--- config.mk ---
export PLATFORM = sky130hd
export DESIGN_NAME = uart_tx_fifo
export DESIGN_NICKNAME = d
export VERILOG_FILES = /design/src/rtl/uart_tx_fifo.sv
export SDC_FILE = /design/constraint.sdc
export NUM_CORES = 1
export LEC_CHECK = 0
export ABC_CLOCK_PERIOD_IN_PS = 3500
export CORE_ASPECT_RATIO = 0.7
export CORE_MARGIN = 4
export CORE_UTILIZATION = 40
export CTS_CLUSTER_DIAMETER = 100
export DETAILED_ROUTE_END_ITERATION = 6
export PLACE_DENSITY = 0.59
export SKIP_LAST_GASP = 1
export SLEW_MARGIN = 30
export SYNTH_ARGS = -nofsm -noshare
export SYNTH_HDL_FRONTEND = slang
export SYNTH_SLANG_ARGS = --single-unit
export TNS_END_PERCENT = 1
--- constraint.sdc ---
create_clock -name clk -period 3.5 [get_ports clk]
set_clock_uncertainty 0.2 [all_clocks]
set_input_delay 0.35 -clock clk [delete_from_list [all_inputs] [get_ports clk]]
set_output_delay 0.35 -clock clk [all_outputs]
set_load 0.02 [all_outputs]
--- src/rtl/uart_tx_fifo.sv ---
// uart_tx_fifo: buffered UART transmitter. A power-of-two write FIFO feeds a
// framer with a configurable data width, parity mode, stop-bit count and baud rate.
//
// Ports:
//   clk       system clock, rising edge
//   rst_n     asynchronous active-low reset; flushes the FIFO and aborts any frame
//   wr_en     write strobe, at most one entry per cycle
//   din       character to enqueue, sampled when wr_en=1
//   full      FIFO holds FIFO_DEPTH entries
//   empty     FIFO holds no entries
//   level     current FIFO occupancy
//   overflow  one-cycle pulse after a write was rejected because the FIFO was full
//   tx_out    registered serial line, idle high
//   busy      a frame is in flight or the FIFO is non-empty
module uart_tx_fifo #(
    parameter int unsigned CLK_FREQ   = 100_000_000,
    parameter int unsigned BAUD_RATE  = 19_200,
    parameter int unsigned DATA_BITS  = 8,
    parameter int unsigned PARITY     = 0,
    parameter int unsigned STOP_BITS  = 1,
    parameter int unsigned FIFO_DEPTH = 16
) (
    input  logic                                  clk,
    input  logic                                  rst_n,
    input  logic                                  wr_en,
    input  logic [DATA_BITS-1:0]                  din,
    output logic                                  full,
    output logic                                  empty,
    output logic [$clog2(FIFO_DEPTH+1)-1:0]       level,
    output logic                                  overflow,
    output logic                                  tx_out,
    output logic                                  busy
);

    localparam int unsigned BAUD_DIV = CLK_FREQ / BAUD_RATE;
    localparam int unsigned BAUD_W   = $clog2(BAUD_DIV);
    localparam int unsigned BIT_W    = $clog2(DATA_BITS + 1);
    localparam int unsigned PTR_W    = $clog2(FIFO_DEPTH);
    localparam int unsigned LVL_W    = $clog2(FIFO_DEPTH + 1);

    typedef enum logic [2:0] {
        StIdle,
        StStart,
        StData,
        StParity,
        StStop
    } state_e;

    // FIFO
    logic [DATA_BITS-1:0] mem_q [FIFO_DEPTH];
    logic [PTR_W-1:0]     wr_ptr_q, wr_ptr_d;
    logic [PTR_W-1:0]     rd_ptr_q, rd_ptr_d;
    logic [LVL_W-1:0]     level_q, level_d;
    logic                 overflow_q, overflow_d;
    logic                 wr_accept;
    logic                 pop;
    logic [DATA_BITS-1:0] rd_data;

    // Framer
    state_e               state_q, state_d;
    logic [BAUD_W-1:0]    baud_cnt_q, baud_cnt_d;
    logic [BIT_W-1:0]     bit_cnt_q, bit_cnt_d;
    logic [DATA_BITS-1:0] shift_q, shift_d;
    logic                 par_q, par_d;
    logic                 tx_q, tx_d;
    logic                 baud_done;

    assign full    = (level_q == LVL_W'(FIFO_DEPTH));
    assign empty   = (level_q == '0);
    assign level   = level_q;
    assign overflow = overflow_q;
    assign tx_out  = tx_q;
    assign busy    = (state_q != StIdle) | ~empty;

    // Acceptance depends only on full, so a pop in the same cycle cannot make room.
    assign wr_accept = wr_en & ~full;
    assign rd_data   = mem_q[rd_ptr_q];
    assign baud_done = (baud_cnt_q == BAUD_W'(BAUD_DIV - 1));

    always_comb begin
        wr_ptr_d   = wr_ptr_q;
        rd_ptr_d   = rd_ptr_q;
        level_d    = level_q;
        overflow_d = wr_en & full;
        if (wr_accept) begin
            wr_ptr_d = wr_ptr_q + PTR_W'(1);
        end
        if (pop) begin
            rd_ptr_d = rd_ptr_q + PTR_W'(1);
        end
        unique case ({wr_accept, pop})
            2'b10:   level_d = level_q + LVL_W'(1);
            2'b01:   level_d = level_q - LVL_W'(1);
            default: level_d = level_q;
        endcase
    end

    always_comb begin
        state_d    = state_q;
        baud_cnt_d = baud_cnt_q;
        bit_cnt_d  = bit_cnt_q;
        shift_d    = shift_q;
        par_d      = par_q;
        pop        = 1'b0;
        tx_d       = 1'b1;
        unique case (state_q)
            StIdle: begin
                tx_d = 1'b1;
                if (!empty) begin
                    // Capture the character and its parity at pop so the frame is
                    // immune to later FIFO or din activity.
                    pop        = 1'b1;
                    shift_d    = rd_data;
                    par_d      = (PARITY == 2) ? ~(^rd_data) : (^rd_data);
                    baud_cnt_d = '0;
                    bit_cnt_d  = '0;
                    state_d    = StStart;
                end
            end
            StStart: begin
                tx_d = 1'b0;
                if (baud_done) begin
                    baud_cnt_d = '0;
                    state_d    = StData;
                end else begin
                    baud_cnt_d = baud_cnt_q + BAUD_W'(1);
                end
            end
            StData: begin
                tx_d = shift_q[0];
                if (baud_done) begin
                    baud_cnt_d = '0;
                    shift_d    = shift_q >> 1;
                    if (bit_cnt_q == BIT_W'(DATA_BITS - 1)) begin
                        bit_cnt_d = '0;
                        state_d   = (PARITY != 0) ? StParity : StStop;
                    end else begin
                        bit_cnt_d = bit_cnt_q + BIT_W'(1);
                    end
                end else begin
                    baud_cnt_d = baud_cnt_q + BAUD_W'(1);
                end
            end
            StParity: begin
                tx_d = par_q;
                if (baud_done) begin
                    baud_cnt_d = '0;
                    bit_cnt_d  = '0;
                    state_d    = StStop;
                end else begin
                    baud_cnt_d = baud_cnt_q + BAUD_W'(1);
                end
            end
            StStop: begin
                tx_d = 1'b1;
                // bit_cnt is reused to count stop bits.
                if (baud_done) begin
                    baud_cnt_d = '0;
                    if (bit_cnt_q == BIT_W'(STOP_BITS - 1)) begin
                        bit_cnt_d = '0;
                        state_d   = StIdle;
                    end else begin
                        bit_cnt_d = bit_cnt_q + BIT_W'(1);
                    end
                end else begin
                    baud_cnt_d = baud_cnt_q + BAUD_W'(1);
                end
            end
            default: begin
                state_d = StIdle;
            end
        endcase
    end

    // Storage is not reset; emptiness is defined by the pointers and level.
    always_ff @(posedge clk) begin
        if (wr_accept) begin
            mem_q[wr_ptr_q] <= din;
        end
    end

    always_ff @(posedge clk or negedge rst_n) begin
        if (!rst_n) begin
            wr_ptr_q   <= '0;
            rd_ptr_q   <= '0;
            level_q    <= '0;
            overflow_q <= 1'b0;
            state_q    <= StIdle;
            baud_cnt_q <= '0;
            bit_cnt_q  <= '0;
            shift_q    <= '0;
            par_q      <= 1'b0;
            tx_q       <= 1'b1;
        end else begin
            wr_ptr_q   <= wr_ptr_d;
            rd_ptr_q   <= rd_ptr_d;
            level_q    <= level_d;
            overflow_q <= overflow_d;
            state_q    <= state_d;
            baud_cnt_q <= baud_cnt_d;
            bit_cnt_q  <= bit_cnt_d;
            shift_q    <= shift_d;
            par_q      <= par_d;
            tx_q       <= tx_d;
        end
    end

endmodule

-- Word level (Yosys, flattened, before mapping)
Memories as Yosys holds them, arrays and structs flattened.
Cells that the tools add are included.
- register bits after elaboration: 44
- word-level logic and storage cells: 80
- output and inout port bits: 10
- bits of input ports: 11
- bits in writable memories: 128
- memories kept: 1
- reduce and logical (&&, ||, !) cells: 15
- add/sub/neg operators: 6
- mux-type cells: 27
- equal/unequal tests: 16
- bitwise logic cells: 5
- memory list (memory ; depth ; width ; rd ports ; clocked after Yosys merged registers in ; wr ports ; line ; RTL):
    mem_q ; 16 ; 8 ; 1 ; 0 ; 1 ; 50 ; logic [DATA_BITS-1:0] mem_q [FIFO_DEPTH];
- operators with widths (operator ; count):
    $mux 13 ; 2
    $pmux 13 s2 ; 1
    $mux 4 ; 6
    $mux 3 ; 7
    $mux 8 ; 2
    $pmux 4 s4 ; 1
    $pmux 8 s2 ; 1
    $pmux 3 s5 ; 1
    $ne 2x2->1 const B ; 7
    $add 13x1->13 const B ; 1
    $eq 13x13->1 const B ; 1
    $add 4x1->4 const B ; 3
    $pmux 5 s2 ; 1
    $reduce_xor 8->1 ; 1
    $reduce_and 7->1 ; 1
    $eq 3x2->1 const B ; 2
    $reduce_bool 2->1 ; 3
    $add 5x1->5 const B ; 1
    $eq 5x5->1 const B ; 1
    $logic_not 5->1 ; 1
    $reduce_and 5->1 ; 1
    $sub 5x1->5 const B ; 1
    $eq 4x3->1 const B ; 1
    $logic_not 4->1 ; 1
    other kinds (15) ; 21

-- Longest topological paths before layout
Gate-level depths: netlist of the first run.
- depth in word-level cells: 5
- mapped depth: 16
- depth with buffers taken out: 13

-- Worst setup path after synthesis of the first run
OpenSTA, ideal clock, no wires.
- path type: register to register
- start: reg level_q[1] (netlist: level[1])
- end: reg level_q[4] (netlist: level[4])
- period minus slack after synthesis: 3.281 ns
- setup time: 0.133 ns
- path buffers: 3
- required time: 3.167 ns
- stages on the path, launching flop included: 17
- data arrival time: 2.949 ns
- setup slack: 0.219 ns
- cells stage by stage: dfrtp_1 > buf_2 > nor4_1 > nand2_1 > and2_1 > clkbuf_1 > inv_1 > ha_1 > clkbuf_1 > xor2_1 > ha_1 > o21ai_0 > a21oi_1 > a21oi_1 > xor2_1 > nor2_1 > xor2_1
- word-level cells in the longest chain between the ends: 5
- elaborated cells between the ends (all ways): 12
- those cells by class: add/sub (2); eq/ne (3); mux (3); bitwise (2); reduce/logical (2)
- ends and longest elaborated chain (element ; line ; RTL):
    from (decl) ; 53 ; logic [LVL_W-1:0] level_q, level_d;
    from (signal assigned) ; 197 ; level_q <= level_d;
    $logic_not 5->1 / $eq 5x5->1 (equally long branches) ; 69, 68 ;
    $mux 1 / $not 1->1 (equally long branches) ; 109, 76 ;
    $mux 1 / $and 1x1->1 (equally long branches) ; 106, 76 ;
    $eq 2x1->1 / $eq 2x2->1 (equally long branches) ; 91 ; unique case ({wr_accept, pop})
    $pmux 5 s2 / $reduce_bool 2->1 (equally long branches) ; - ;
Parallel ways exist; a longest one is shown, timed or not.
A chain may end at the register's enable or synchronous reset.

-- Worst setup path after layout of the first run
- start: reg level_q[1] (netlist: level[1])
- end: reg level_q[4] (netlist: level[4])
- word-level cells in the longest chain between the ends: 5
- elaborated cells between the ends (all ways): 12
- those cells by class: add/sub (2); eq/ne (3); mux (3); bitwise (2); reduce/logical (2)
- ends and longest elaborated chain (element ; line ; RTL):
    $logic_not 5->1 * ; 69 ; assign empty = (level_q == '0);
    $mux 1 * ; 109 ; if (!empty) begin
    $mux 1 * ; 106 ; unique case (state_q)
    via pop ; 56 ; logic pop;
    $eq 2x1->1 / $eq 2x2->1 (equally long branches) ; 91 ;
    $pmux 5 s2 / $reduce_bool 2->1 (equally long branches) ; - ;
The timed path passes the listed nets; every way through them passes the cells marked *.

==> run metrics, run 1 <==
Tot GR Track Use 15.15%; startpoint types flop; Sw Ratio 24.04%; Die Y 121.7 um; Static Leakage 0.003115 uW; Place WS 0.3954 ns; synth warn 0; post-route ant nets 0; Hold WS 0.2653 ns; Post-Syn Nets 503; worst-margin pin slew 0.8700 ns; sequential share of the synthesized area 66.92%; ANT cells 0; largest net degree at the start of global routing 45; Clock Latency Late Sink 0.42 ns; RSZ-0062 raised after global routing false; initial core utilization 40.93%; Main synth FF type edfxtp_1; number of synthesized flops with an enable pin 128; DRC errors left 0; Synth area leaders edfxtp_1 52%, dfrtp_1 15%, mux4_2 6.4%; Crit path arrival time 3.20 ns; depth of the most critical reg-to-reg path 13; cells after synthesis 480; commonest non-fill, non-tap cell in the layout edfxtp_1; hpwl dp 9854 um; Fin. Hold Viols 0; post-synth top area cell edfxtp_1; Async SR Flop Fraction 25.58%; die area 20,750 um2; Peak VDD IR 0.3555 mV; worst endpoint required time 3.60 ns; vias in the first global route 4,220; status completed; core area 18,060 um2; Pins Over Slew Limit 0; num ports 21; Switch Pwr 1260 uW; share of the synthesized area in the top cell type 52.01%; CP Class reg2reg; total gr overflow 0; Worst Path Max Fanout 9; Gate power share 12.1%; Setup Buffers After CTS 0; Avg WL per Cell 19.09 um; worst setup path start level[1]$_DFFE_PN0P_; Max-slew headroom 41.55%; CTS tree built; Crit Reg-Reg Endpoint level[4]$_DFFE_PN0P_; Cell variety after synth 49; CTS resizes 0; fmax 323.4 MHz; Reg2Reg Setup Slack 0.41 ns; PwrDens 609.4 nW/um2; DR vias/cell 5.356; H-tree level count 4; clock transition at the registers of the reported paths 0.07 ns; final setup margin 0.4079 ns; GP Congestion 0.7952; total power 5239 uW; WL final 14,730 um; Final period util 88.34%; start of the worst register-to-register path level[1]$_DFFE_PN0P_; TNS Setup 0 ns; #FFs+latches synth 172; MaxCap Viol Count 0; post-route minimum period 3.092 ns; initial drt markers 299; root buffer cell clkbuf_16; Worst setup EP type flop; die width 170.5 um; TritonRoute pass-1 iters 5; Setup Viol. Count Final 0; Port Buffer Count 20; first-pass GRT wire length 23,630 um; clock buffer depth 2; Int Pwr 3979 uW; most frequent cells in the layout 128 x edfxtp_1, 49 x nand2_1, 42 x dfrtp_1; netlist area before placement 7391 um2; syn avg cell area 15.40 um2; Hold WC Path Type in2async; share of cells above drive strength 1 16.04%; total number of vias 4,135; number of clock buffers inserted by TritonCTS 17; Rows 41; clock network power share 39.9%; Final nets 546; # clock sinks 172; Reg power frac 48.0%; initial antenna violation count 0; area delta synth->final 16.30%
-- power by group through the flow --
| stage | registers (uW) | logic, uW | clock network [uW] |
|---|---|---|---|
| 2_1_floorplan | 2540 | 373 | 0 |
| 4_1_cts | 2520 | 644 | 2130 |
| 3_3_place_gp | 2550 | 616 | 0 |
| 5_1_grt | 2540 | 692 | 2220 |
| 6_report | 2520 | 633 | 2090 |
| 3_5_place_dp | 2560 | 640 | 0 |
-- flip-flops by register name, indices dropped and copies added, names as in the netlist --
name and cells:
mem_q 128, baud_cnt_q 13, shift_q 8, level 5, bit_cnt_q 4, rd_ptr_q 4
wr_ptr_q 4, state_q 3, overflow 1, par_q 1, tx_out 1
-- worst max path at each step --
stage / slack [ns] / cells past startpoint / endpoint
after floorplan: 0.22 / 16 / level[4]$_DFFE_PN0P_
after global placement: 0.47 / 13 / level[4]$_DFFE_PN0P_
after detailed placement: 0.40 / 13 / level[4]$_DFFE_PN0P_
after CTS: 0.38 / 13 / level[4]$_DFFE_PN0P_
after global routing: 0.09 / 13 / level[4]$_DFFE_PN0P_
final: 0.41 / 13 / level[4]$_DFFE_PN0P_
-- cell usage after synthesis (10+ instances only) --
master and number:
edfxtp_1 128, nand2_1 49, xnor2_1 17, ha_1 12, nor2_1 34, a21oi_1 17
mux4_2 21, o21ai_0 16, inv_1 12, nor3_1 10, dfrtp_1 43, mux4_1 11
a22oi_1 18
-- final cells by class --
cell class / instances / area, um2
timing repair buffer: 45 / 387.9
inverter: 12 / 45.04
clock buffer: 19 / 452.9
clock inverter: 13 / 212.7
multi-input combinational: 275 / 2255
fill: 1561 / 9462
sequential: 172 / 4947
tap: 236 / 295.3
-- per-stage QoR --
stage,utilization (%),instances,instance area [um2]
6_report,47.60,772,8596
2_1_floorplan,-,480,7391
5_1_grt,47.60,772,8596
3_3_place_gp,43.85,739,7918
4_1_cts,47.60,772,8596
3_5_place_dp,43.86,739,7920
-- worst max-delay path: stages, from the launching register on --
cell,delay [ns]
dfrtp_1,0.46
nor4_1,0.46
nand2b_1,0.19
nand2_1,0.11
inv_1,0.11
ha_1,0.22
xor2_1,0.15
ha_1,0.22
o21ai_0,0.19
a21oi_1,0.11
a21oi_1,0.19
xor2_1,0.15
nor2_1,0.06
xor2_1,0.14
-- per-layer routing --
| metal | track usage (%) | share of wire (%) | wire length (um) |
|---|---|---|---|
| met1 | 21.93 | 47 | 6979 |
| met2 | 22.85 | 46 | 6775 |
| met3 | 4.476 | 6.2 | 910 |
| met4 | 3.491 | 0.46 | 68 |
| met5 | 0 | 0 | 0 |
-- cells by family (layout without fill, tap and decap cells) --
logic type	Yosys count	count (layout)	synth area share [%]
AOI/OAI and AO/OA	66	66	5.536
and+or+nand+nor	131	131	8.431
DFF	172	172	66.92
xor gates and xnor gates	25	25	2.963
muxes	41	41	11.55
buffers and inverters	33	89	2.573
adders and majority gates	12	12	2.031
-- repair_timing --
| item | in CTS | in global routing |
|---|---|---|
| hold buffers | 1 | 0 |
| setup endpoints to repair | 0 | 0 |
| endpoints found under the hold margin | 43 | 0 |
Note: power is estimated with default switching activity, not from simulation.
==> run 2, diff against run 1 <==
--- a/config.mk
+++ b/config.mk
@@ -7,14 +7,15 @@
 export LEC_CHECK = 0
 export ABC_CLOCK_PERIOD_IN_PS = 3500
 export CORE_ASPECT_RATIO = 0.7
-export CORE_MARGIN = 4
+export CORE_MARGIN = 5
 export CORE_UTILIZATION = 40
 export CTS_CLUSTER_DIAMETER = 100
 export DETAILED_ROUTE_END_ITERATION = 6
 export PLACE_DENSITY = 0.59
+export REMOVE_ABC_BUFFERS = 1
 export SKIP_LAST_GASP = 1
 export SLEW_MARGIN = 30
 export SYNTH_ARGS = -nofsm -noshare
 export SYNTH_HDL_FRONTEND = slang
 export SYNTH_SLANG_ARGS = --single-unit
-export TNS_END_PERCENT = 1
+export TNS_END_PERCENT = 100
==> run 2 against run 1 <==
Via count shrank 0.60%; final cell count shrank 0.39%; non-clock buffer count shrank 3; utilization shrank 0.65 points; largest power group unchanged; highest routed layer unchanged; clock power shrank 15%; clock-buffer cell count shrank 2; first-iteration DRC count grew 5.7%; power shrank 6.0%; fmax grew 0.57%; setup slack gained 0.018 ns; largest cell class unchanged.
==> run metrics, run 2 (synthesized netlist as in run 1, its figures left out) <==
placed insts 736; Int Pwr 3656 uW; Avg WL per Cell 18.90 um; Pins Over Slew Limit 0; hpwl dp 9736 um; Final period util 87.84%; clock buffer depth 2; Reg power frac 51.1%; register with the most flip-flops mem_q; CP Class reg2reg; num ports 21; Crit Reg-Reg Endpoint level[4]$_DFFE_PN0P_; GP Congestion 0.8000; Worst Path Max Fanout 9; post-route ant nets 0; initial drt markers 316; vias in the first global route 3,994; post-route minimum period 3.074 ns; Static Leakage 0.003062 uW; worst-margin pin slew 0.7927 ns; CP delay by family, top simple AND/OR/NAND/NOR gates; number of clock buffers inserted by TritonCTS 17; MaxCap Viol Count 0; startpoint types flop; Reg2Reg Setup Slack 0.43 ns; critical path cell sequence nor4_1 > nand2b_1 > nand2_1 > inv_1 > ha_1 > xor2_1 > ha_1 > o21ai_0 > a21oi_1 > a21oi_1 > xor2_1 > nor2_1 > xor2_1; total gr overflow 0; Hold WC Path Type in2async; WL final 14,540 um; Crit path arrival time 3.18 ns; Place WS 0.4638 ns; CTS resizes 0; clock transition at the registers of the reported paths 0.06 ns; share of cells above drive strength 1 15.76%; final setup margin 0.4255 ns; worst endpoint required time 3.60 ns; RSZ-0062 raised after global routing false; Setup Viol. Count Final 0; Switch Pwr 1268 uW; die area 21,340 um2; most used cell along the critical path xor2_1; clock network power share 36.2%; Tot GR Track Use 14.77%; Port Buffer Count 20; Gate power share 12.7%; CP max-delay cell dfrtp_1; status completed; Final nets 543; ANT cells 0; Die Y 123.7 um; WP buf/inv 1; Peak VDD IR 0.4553 mV; CTS tree built; DRC errors left 0; Clock Latency Late Sink 0.42 ns; area delta synth->final 15.05%; Max-slew headroom 47.05%; core area 18,110 um2; Setup Buffers After CTS 0; Sw Ratio 25.75%; total number of vias 4,110; TNS Setup 0 ns; biggest regs mem_q: 128 flops, baud_cnt_q: 13 flops, shift_q: 8 flops; fmax 325.3 MHz; non-filler cells, final 769; Hold WS 0.2604 ns; total power 4925 uW; TritonRoute pass-1 iters 5; PwrDens 579.1 nW/um2; most frequent cells in the layout 128 x edfxtp_1, 49 x nand2_1, 42 x dfrtp_1; root buffer cell clkbuf_16; first-pass GRT wire length 23,190 um; H-tree level count 4; die width 172.5 um; start of the worst register-to-register path level[1]$_DFFE_PN0P_; depth of the most critical reg-to-reg path 13; initial antenna violation count 0; max incr delay on CP 0.48 ns; DR vias/cell 5.345; largest net degree at the start of global routing 45; Worst setup EP type flop; hold_buf cts 1; Rows 41; # clock sinks 172; initial core utilization 40.81%; Fin. Hold Viols 0; commonest non-fill, non-tap cell in the layout edfxtp_1; Largest register FFs 128
## run 2: how the worst max path moves through the flow
stage / depth (start not counted) / end / from / slack, ns
floorplan: 7 / par_q$_DFFE_PN0P_ / rd_ptr_q[0]$_DFFE_PN0P_ / 0.37
global route: 13 / level[4]$_DFFE_PN0P_ / level[1]$_DFFE_PN0P_ / 0.18
CTS: 13 / level[4]$_DFFE_PN0P_ / level[1]$_DFFE_PN0P_ / 0.42
global placement: 13 / level[4]$_DFFE_PN0P_ / level[1]$_DFFE_PN0P_ / 0.53
detailed placement: 13 / level[4]$_DFFE_PN0P_ / level[1]$_DFFE_PN0P_ / 0.46
finish: 13 / level[4]$_DFFE_PN0P_ / level[1]$_DFFE_PN0P_ / 0.43
## run 2: through the flow
stage	util [%]	area, um2
global placement	43.74	7920
floorplan	-	7246
finish	46.96	8503
global route	46.96	8503
CTS	46.93	8498
detailed placement	43.75	7923
## run 2: power groups by stage
stage,Clock (uW),Sequential [uW],Combinational (uW)
after floorplan,0,2560,334
after global placement,0,2550,614
after detailed placement,0,2560,627
after CTS,1830,2520,632
after global routing,1930,2540,676
final,1780,2520,625
## run 2: layer usage
| metal | GRT usage (%) | share of wire (%) |
|---|---|---|
| met5 | 0 | 0 |
| met4 | 4.124 | 0.79 |
| met3 | 4.093 | 5.9 |
| met2 | 21.06 | 45 |
| met1 | 22.28 | 48 |
## run 2: final cells by class
cell class              instances  area, um2
clock buffers                  17      425.4
clock inverters                15      140.1
fillers                      1586       9605
inverters                      12      45.04
multi-input cells             275       2260
flip-flops and latches        172       4947
well taps                     236      295.3
repair buffers                 42      390.4
